[src/rtl/eth_mac_status_counters.sv]
// eth_mac_status_counters
//   Per-event status counters for a MAC, with pending, mask and overflow
//   vectors and a level interrupt. Registers are accessed through a simple
//   one-cycle-latency read port and a write port. Neither port applies
//   backpressure.
//
//   Address map (N = NUM_EVENTS):
//     0..N-1  counter k            RW, optionally cleared on read
//     N       pending vector       W1C
//     N+1     mask vector          RW
//     N+2     overflow vector      W1C (sticky)
//     other   reads 0, writes ignored
//
//   Ports:
//     logic_clk  - clock; all state updates on the rising edge
//     logic_rst  - asynchronous active-high reset
//     event_i    - one-cycle event pulses, one bit per counter
//     rd_v_i     - read request
//     rd_addr_i  - read address
//     rd_v_o     - read data valid, one cycle after rd_v_i
//     rd_data_o  - read data, zero-extended; holds its value between reads
//     wr_v_i     - write request
//     wr_addr_i  - write address
//     wr_data_i  - write data
//     irq_o      - registered OR of (pending & mask)

// One counter lane. A write takes priority over clear-on-read, which in
// turn takes priority over a plain increment.
module eth_mac_status_cnt_lane #(
  parameter int CW            = 32,
  parameter bit SATURATE      = 1'b1,
  parameter bit CLEAR_ON_READ = 1'b1
) (
  input  logic          logic_clk,
  input  logic          logic_rst,
  input  logic          evt,
  input  logic          rd_hit,
  input  logic          wr_hit,
  input  logic [CW-1:0] wr_val,
  output logic [CW-1:0] cnt,
  output logic          ovf_set
);
  logic [CW-1:0] cnt_nxt;

  always_comb begin
    cnt_nxt = cnt;
    ovf_set = 1'b0;
    if (wr_hit) begin
      cnt_nxt = wr_val;
    end else if (CLEAR_ON_READ && rd_hit) begin
      // The event in the read cycle lands on the freshly zeroed counter.
      cnt_nxt = {{(CW-1){1'b0}}, evt};
    end else if (evt) begin
      if (&cnt) begin
        ovf_set = 1'b1;
        cnt_nxt = SATURATE ? cnt : '0;
      end else begin
        cnt_nxt = cnt + CW'(1);
      end
    end
  end

  always_ff @(posedge logic_clk or posedge logic_rst) begin
    if (logic_rst) cnt <= '0;
    else           cnt <= cnt_nxt;
  end
endmodule

module eth_mac_status_counters #(
  parameter int NUM_EVENTS    = 10,
  parameter int COUNT_WIDTH   = 32,
  parameter bit SATURATE      = 1'b1,
  parameter bit CLEAR_ON_READ = 1'b1
) (
  input  logic                  logic_clk,
  input  logic                  logic_rst,
  input  logic [NUM_EVENTS-1:0] event_i,
  input  logic                  rd_v_i,
  input  logic [4:0]            rd_addr_i,
  output logic                  rd_v_o,
  output logic [31:0]           rd_data_o,
  input  logic                  wr_v_i,
  input  logic [4:0]            wr_addr_i,
  input  logic [31:0]           wr_data_i,
  output logic                  irq_o
);
  localparam int          STAGES = 1;
  localparam logic [4:0]  A_PEND = 5'(NUM_EVENTS);
  localparam logic [4:0]  A_MASK = 5'(NUM_EVENTS + 1);
  localparam logic [4:0]  A_OVF  = 5'(NUM_EVENTS + 2);

  typedef struct packed {
    logic       v;
    logic [4:0] addr;
  } rd_req_t;

  typedef struct packed {
    logic        v;
    logic [4:0]  addr;
    logic [31:0] data;
  } wr_req_t;

  rd_req_t rd;
  wr_req_t wr;
  assign rd = '{v: rd_v_i, addr: rd_addr_i};
  assign wr = '{v: wr_v_i, addr: wr_addr_i, data: wr_data_i};

  // Upper write-data bits are don't-care for narrow counters/vectors.
  logic unused_wr_bits;
  assign unused_wr_bits = ^wr_data_i;

  logic [NUM_EVENTS-1:0][COUNT_WIDTH-1:0] cnt;
  logic [NUM_EVENTS-1:0] ovf_set;
  logic [NUM_EVENTS-1:0] pending, mask, ovf;
  logic [NUM_EVENTS-1:0] pend_nxt, mask_nxt, ovf_nxt;
  logic [NUM_EVENTS-1:0] pend_clr, ovf_clr;
  logic [31:0]           rd_mux;
  logic                  vld_pipe [STAGES:0];

  for (genvar k = 0; k < NUM_EVENTS; k++) begin : gen_lane
    eth_mac_status_cnt_lane #(
      .CW            (COUNT_WIDTH),
      .SATURATE      (SATURATE),
      .CLEAR_ON_READ (CLEAR_ON_READ)
    ) u_lane (
      .logic_clk (logic_clk),
      .logic_rst (logic_rst),
      .evt       (event_i[k]),
      .rd_hit    (rd.v && rd.addr == 5'(k)),
      .wr_hit    (wr.v && wr.addr == 5'(k)),
      .wr_val    (wr.data[COUNT_WIDTH-1:0]),
      .cnt       (cnt[k]),
      .ovf_set   (ovf_set[k])
    );
  end

  // W1C clears lose to same-cycle sets.
  always_comb begin
    pend_clr = (wr.v && wr.addr == A_PEND) ? wr.data[NUM_EVENTS-1:0] : '0;
    ovf_clr  = (wr.v && wr.addr == A_OVF)  ? wr.data[NUM_EVENTS-1:0] : '0;
    pend_nxt = (pending & ~pend_clr) | event_i;
    ovf_nxt  = (ovf & ~ovf_clr) | ovf_set;
    mask_nxt = (wr.v && wr.addr == A_MASK) ? wr.data[NUM_EVENTS-1:0] : mask;
  end

  // Read mux sees pre-edge state, so same-cycle events/writes are excluded.
  always_comb begin
    rd_mux = '0;
    for (int k = 0; k < NUM_EVENTS; k++)
      if (rd.addr == 5'(k)) rd_mux = 32'(cnt[k]);
    if (rd.addr == A_PEND) rd_mux = 32'(pending);
    if (rd.addr == A_MASK) rd_mux = 32'(mask);
    if (rd.addr == A_OVF)  rd_mux = 32'(ovf);
  end

  assign vld_pipe[0] = rd.v;
  assign rd_v_o      = vld_pipe[STAGES];

  always_ff @(posedge logic_clk or posedge logic_rst) begin
    if (logic_rst) begin
      pending     <= '0;
      mask        <= '0;
      ovf         <= '0;
      irq_o       <= 1'b0;
      vld_pipe[1] <= 1'b0;
      rd_data_o   <= '0;
    end else begin
      pending     <= pend_nxt;
      mask        <= mask_nxt;
      ovf         <= ovf_nxt;
      // Built from next-state values so irq_o follows the event or mask
      // write by a single cycle.
      irq_o       <= |(pend_nxt & mask_nxt);
      vld_pipe[1] <= vld_pipe[0];
      if (rd.v) rd_data_o <= rd_mux;
    end
  end
endmodule

[config.mk]
export PLATFORM = sky130hd
export DESIGN_NAME = eth_mac_status_counters
export DESIGN_NICKNAME = d
export VERILOG_FILES = /design/src/rtl/eth_mac_status_counters.sv
export SDC_FILE = /design/constraint.sdc
export NUM_CORES = 2
export LEC_CHECK = 0
export ABC_AREA = 1
export CORE_ASPECT_RATIO = 0.6
export CORE_MARGIN = 2
export CORE_UTILIZATION = 30
export DETAILED_ROUTE_END_ITERATION = 6
export GPL_ROUTABILITY_DRIVEN = 1
export GPL_TIMING_DRIVEN = 1
export SYNTH_ARGS = -nofsm -noshare
export SYNTH_HDL_FRONTEND = slang
export SYNTH_SLANG_ARGS = --single-unit
[constraint.sdc]
create_clock -name logic_clk -period 36.1 [get_ports logic_clk]
set_input_delay 10.83 -clock logic_clk [delete_from_list [all_inputs] [get_ports logic_clk]]
set_output_delay 10.83 -clock logic_clk [all_outputs]
set_load 0.02 [all_outputs]
* Word-level counts from Yosys, hierarchy flattened
Index checks and enable logic that the tools add are counted.
Word-level totals: bits in registers 384, bits of input ports 56, output and inout bits 34, word-level logic and storage cells 219
Operators by class: add/subtract/negate cells 10, eq/ne operators 34, multiplexer cells 96, bitwise operators 7, reductions and logical operators 56
Operators with widths (count):
- 32-bit two-way mux | 53
- 32-bit by 1-bit adder with 32-bit output, second input constant | 10
- 32-bit AND reduction | 10
- 5-bit by 4-bit equality test with 1-bit output, second input constant | 10
- 5-bit by 3-bit equality test with 1-bit output, second input constant | 8
- 1-bit two-way mux | 40
- 10-bit bitwise AND | 3
- 10-bit two-way mux | 3
- 3-bit by 1-bit inequality test with 1-bit output, second input constant | 10
- 3-bit nonzero test | 10
- 1-bit logical AND | 23
- 5-bit by 2-bit equality test with 1-bit output, second input constant | 4
- 10-bit NOT | 2
- 10-bit bitwise OR | 2
- 2-bit AND reduction | 10
- 5-bit by 1-bit equality test with 1-bit output, second input constant | 2
- 5-bit zero test | 2
- 10-bit OR reduction | 1

* Longest topological paths before layout
depth in word-level cells 14, depth in mapped cells 15, depth with buffers taken out 14

* Modules after synthesis
A second synthesis with hierarchy kept.
Second synthesis, totals: cells, all modules 5474, area, all modules 31560.3 um^2
Modules (own cells, without submodules):
- eth_mac_status_cnt_lane (gen_lane[0].u_lane ...) | instances 9, cells each 449, area an instance 2596.2 um^2, sequential area each 800.8 um^2
- eth_mac_status_counters | instances 1, cells each 982, area an instance 5567.8 um^2, sequential area each 1601.5 um^2
- eth_mac_status_cnt_lane (gen_lane[9].u_lane) | instances 1, cells each 451, area an instance 2626.3 um^2, sequential area each 800.8 um^2

* Worst setup path after synthesis
No wires, ideal clock.
path type input to register, from in rd_addr_i[4], to reg gen_lane[5].u_lane.cnt[31], setup time 129 ps, data arrival time 12237 ps, data required time 35971 ps, path slack 23735 ps, stages 13, buffers on the path 3, cells stage by stage inv_1 > buf_4 > nand2_1 > nor2_4 > nand2_2 > nor2_4 > inv_2 > buf_2 > nand3_2 > nand2_2 > buf_2 > a21oi_1 > a22oi_1
Between the ends: word-level cells in the longest chain between the ends 4, elaborated cells between the ends (all ways) 7, classes of those cells eq/ne: 2; mux: 2; reduce/logical: 3
RTL lines:
- start: declaration | RTL line 79 | input logic [4:0] rd_addr_i,
- 5-bit by 3-bit equality test with 1-bit output * | RTL line 129 | .rd_hit (rd.v && rd.addr == 5'(k)),
- 1-bit logical AND * | RTL line 129
- 3-bit by 1-bit inequality test with 1-bit output (no source line), or another cell as far along
- 2-bit AND reduction (no source line) / 32-bit two-way mux (equally long branches)
- end signal: assignment | RTL line 65 | else cnt <= cnt_nxt;
- end: declaration | RTL line 40 | output logic [CW-1:0] cnt,
Every way passes the cells marked *; elsewhere a longest branch is shown, timed or not. A chain may end at the register's enable or synchronous reset.

* Worst setup path after layout
from in rd_addr_i[4], to reg gen_lane[6].u_lane.cnt[21]
Between the ends: word-level cells in the longest chain between the ends 4, elaborated cells between the ends (all ways) 7, classes of those cells eq/ne: 2; mux: 2; reduce/logical: 3
RTL lines (RTL line):
- 5-bit by 3-bit equality test with 1-bit output * | 129
- 1-bit logical AND * | 129
- 3-bit by 1-bit inequality test with 1-bit output (no source line), or another cell as far along
- 2-bit AND reduction (no source line) / 32-bit two-way mux (equally long branches)
- end signal: assignment | 65
- end: declaration | 40
Marks and branches as above.

==> summary.md <==
| Metric | Value |
|---|---|
| Slowest cell delay on critical path | 890 ps |
| Synth cell count leaders | nand2_1 (1215), nor2_1 (491), inv_1 (453), dfrtp_1 (384), o21ai_0 (380) |
| Worst ir drop on vdd | 32.5 uV |
| Final worst-path cycle share | 42.2% |
| CTS buffer count | 43 |
| Synth cell types | 54 |
| Yosys top cell by area | dfrtp_1 |
| Worst Hold Class | reg2reg |
| Leak | 13.5 nW |
| Die Ht | 244 microns |
| Fin crit period | 15250 ps |
| Relative slew slack | 6.92% |
| H-Tree Depth | 2 |
| Post-synth top flop | dfrtp_1 |
| Gp weighted congestion | 1.05 |
| Core ar. | 95700 sq um |
| Synth Register Bits | 384 |
| Top-area cell type share of the netlist area | 33.3% |
| Final hold violation count | 0 |
| Crit path capture type | flip-flop |
| IO Pins | 90 |
| Clk sink count | 384 |
| Grt ovf | 0 |
| Fillers | 10497 |
| GRT Util Overall | 31.1% |
| Ys Warns | 0 |
| Most frequent cell after synthesis | nand2_1 |
| Syn-to-layout area delta | 11.6% |
| Hpwl dp | 120000 microns |
| Post-synth EDFFs | 0 |
| Post-synth ARST share | 100% |
| Post-CTS setup buffer count | 0 |
| Clock-pin slew on the worst setup and hold paths | 60 ps |
| Initial core utilization | 30.2% |
| Crit-path slowest cell | nor2_2 |
| Setup CP Type | in2reg |
| Worst-path cell chain | clkdlybuf4s50_1, inv_1, nand3_2, nor2_2, inv_2, nor2_2, inv_2, nand4_1, nand2_1, inv_2, o21ai_0, o22a_1 |
| Most used cell along the critical path | inv_2 |
| Worst-Skew Late Latency | 640 ps |
| Post-Syn Area | 28900 sq um |
| WL final | 158000 microns |
| Pins over their slew limit | 0 |
| Antenna violations before repair | 11 |
| Root Driver | clkbuf_16 |
| Largest net degree at the start of global routing | 131 |
| Unrepaired setup endpoints after global routing | no |
| Net Count, Synth | 4544 |
| Setup TNS | 0 ps |
| Crit-path max FO | 44 |
| First-pass GRT wire length | 221000 microns |
| Max-cap violations | 0 |
| PwrDens | 52.3 nW/um^2 |
| Clk_skew | 50.5 ps |
| Die ar. | 98800 sq um |
| Mean Syn Cell Area | 6.45 sq um |
| Crit path required time | 36580 ps |
| CP bufs+invs | 5 |
| CTS tree | built |
| Cts hold-fix bufs | 0 |
| Maximum clock rate | 65.6 MHz |
| Share of cells above drive strength 1 | 5.20% |
| WHS | 479 ps |
| Vias in the first global route | 28900 |
| DRT iter0 DRCs | 6029 |
| Delay-heaviest family, CP | buffers and inverters |
| Setup Viol. Count Final | 0 |
| Status | complete, no violations |
| FP Rows | 88 |
| Layout Nets | 4537 |
| Reg2Reg Setup Slack | 32740 ps |
| IO buf count | 89 |
| Worst setup SP type | input port |
| 1st-pass router iterations | 6 |
| Via count | 33805 |
| Resized Gates After CTS | 0 |
| Post-route DRC | 0 |
| Final ANT Viol Nets | 0 |
| Die W | 404 microns |
| Sequential fraction of the synthesis area | 33.3% |
| WP data arrival | 15730 ps |
| Worst slew pin tran | 1390 ps |
| Synthesized instance count | 4478 |
| Synth top area cells | dfrtp_1 (33%), nand2_1 (16%), o21ai_0 (6.6%) |
| Routed WL per cell | 27.4 microns |
| Clock Tree Buf Depth | 3 |
| Avg Vias per Cell | 5.86 |
## state kept, by name, indices dropped and copies added, names as in the netlist
| name | flops |
|---|---|
| gen_lane.u_lane.cnt | 320 |
| rd_data_o | 32 |
| mask | 10 |
| ovf | 10 |
| pending | 10 |
| irq_o | 1 |
| rd_v_o | 1 |
## per-layer routing
| metal | global-route usage (%) | up-vias | part of all wire (%) |
|---|---|---|---|
| li1 | - | 15029 | - |
| met1 | 49.3 | 16088 | 45 |
| met2 | 35.6 | 2479 | 34 |
| met3 | 15.2 | 199 | 19 |
| met4 | 5.58 | 10 | 2.0 |
| met5 | 2.19 | - | 0.22 |
## layout by cell type (no fill, tap or decap), types with 10 or more instances in the layout
cell type	synthesis	layout
a21oi_1	247	247
a22oi_1	73	73
a31oi_1	34	34
buf_4	9	43
clkbuf_16	0	44
clkdlybuf4s50_1	0	83
dfrtp_1	384	384
ha_1	10	10
inv_1	453	452
inv_2	32	32
nand2_1	1215	1215
nand3_1	188	188
nand4_1	181	181
nor2_1	491	488
nor2_2	14	16
nor2_4	10	11
nor3_1	158	158
nor4_1	40	40
o2111ai_1	13	13
o211ai_1	28	28
o21ai_0	380	380
o21ai_1	59	59
o221ai_1	11	11
o22ai_1	73	73
or2_2	27	27
xnor2_1	17	17
xor2_1	76	76
## worst paths after layout
check	end	startpoint	depth (start not counted)
worst min register to register	rd_data_o[4]$_DFFE_PP0P_	rd_data_o[4]$_DFFE_PP0P_	2
worst min-delay path	rd_data_o[4]$_DFFE_PP0P_	rd_data_o[4]$_DFFE_PP0P_	2
worst max-delay path	gen_lane[6].u_lane.cnt[21]$_DFFE_PP0P_	rd_addr_i[4]	12
max in group asynchronous	gen_lane[9].u_lane.cnt[2]$_DFFE_PP0P_	logic_rst	4
worst max register to register	gen_lane[6].u_lane.cnt[0]$_DFFE_PP0P_	gen_lane[6].u_lane.cnt[6]$_DFFE_PP0P_	9
min in group asynchronous	gen_lane[3].u_lane.cnt[23]$_DFFE_PP0P_	logic_rst	2
## worst min-delay path, delay by kind of cell, from the launching register on
family        cells  cell delay [ps]
flops             1              340
simple gates      2              110
## power by group
| part | switching (mW) | leakage (nW) | internal [mW] |
|---|---|---|---|
| Sequential | 0.187 | 4.58 | 0.524 |
| Clock | 0.217 | 0.687 | 0.254 |
| Combinational | 0.344 | 8.26 | 0.160 |
| Total | 0.748 | 13.5 | 0.938 |
## cells by family (layout without fill, tap and decap cells)
kind of cell,Yosys count,count (layout),synth area share [%]
other,0,7,0
AOI/OAI and AO/OA,954,954,18.6
and+or+nand+nor,2358,2358,35.4
buffers and inverters,679,702,9.45
xor gates and xnor gates,93,93,2.82
adders and majority gates,10,10,0.434
DFF,384,384,33.3
## area by class of cell
class	count	area, sq um	area share (%)
Timing Repair Buffer	133	1200	3.74
Inverter	494	1870	5.80
Multi-Input combinational cell	3415	16500	51.3
Sequential cell	384	9610	29.8
Clock inverter	17	165	0.513
Clock buffer	58	1230	3.83
Antenna cell	7	17.5	0.0544
Tap cell	1260	1580	4.89
## stage by stage
stage,utilization (%),area [sq um],worst slack [ps],instances,power [mW]
floorplan,-,28900,14600,4478,0.947
global placement,32.2,30800,20550,5686,1.18
detailed placement,32.2,30800,20430,5686,1.18
CTS,33.6,32200,21040,5761,1.65
global route,33.6,32200,20490,5761,1.76
finish,33.7,32200,20850,5768,1.69
Note: power is estimated with default switching activity, not from simulation.
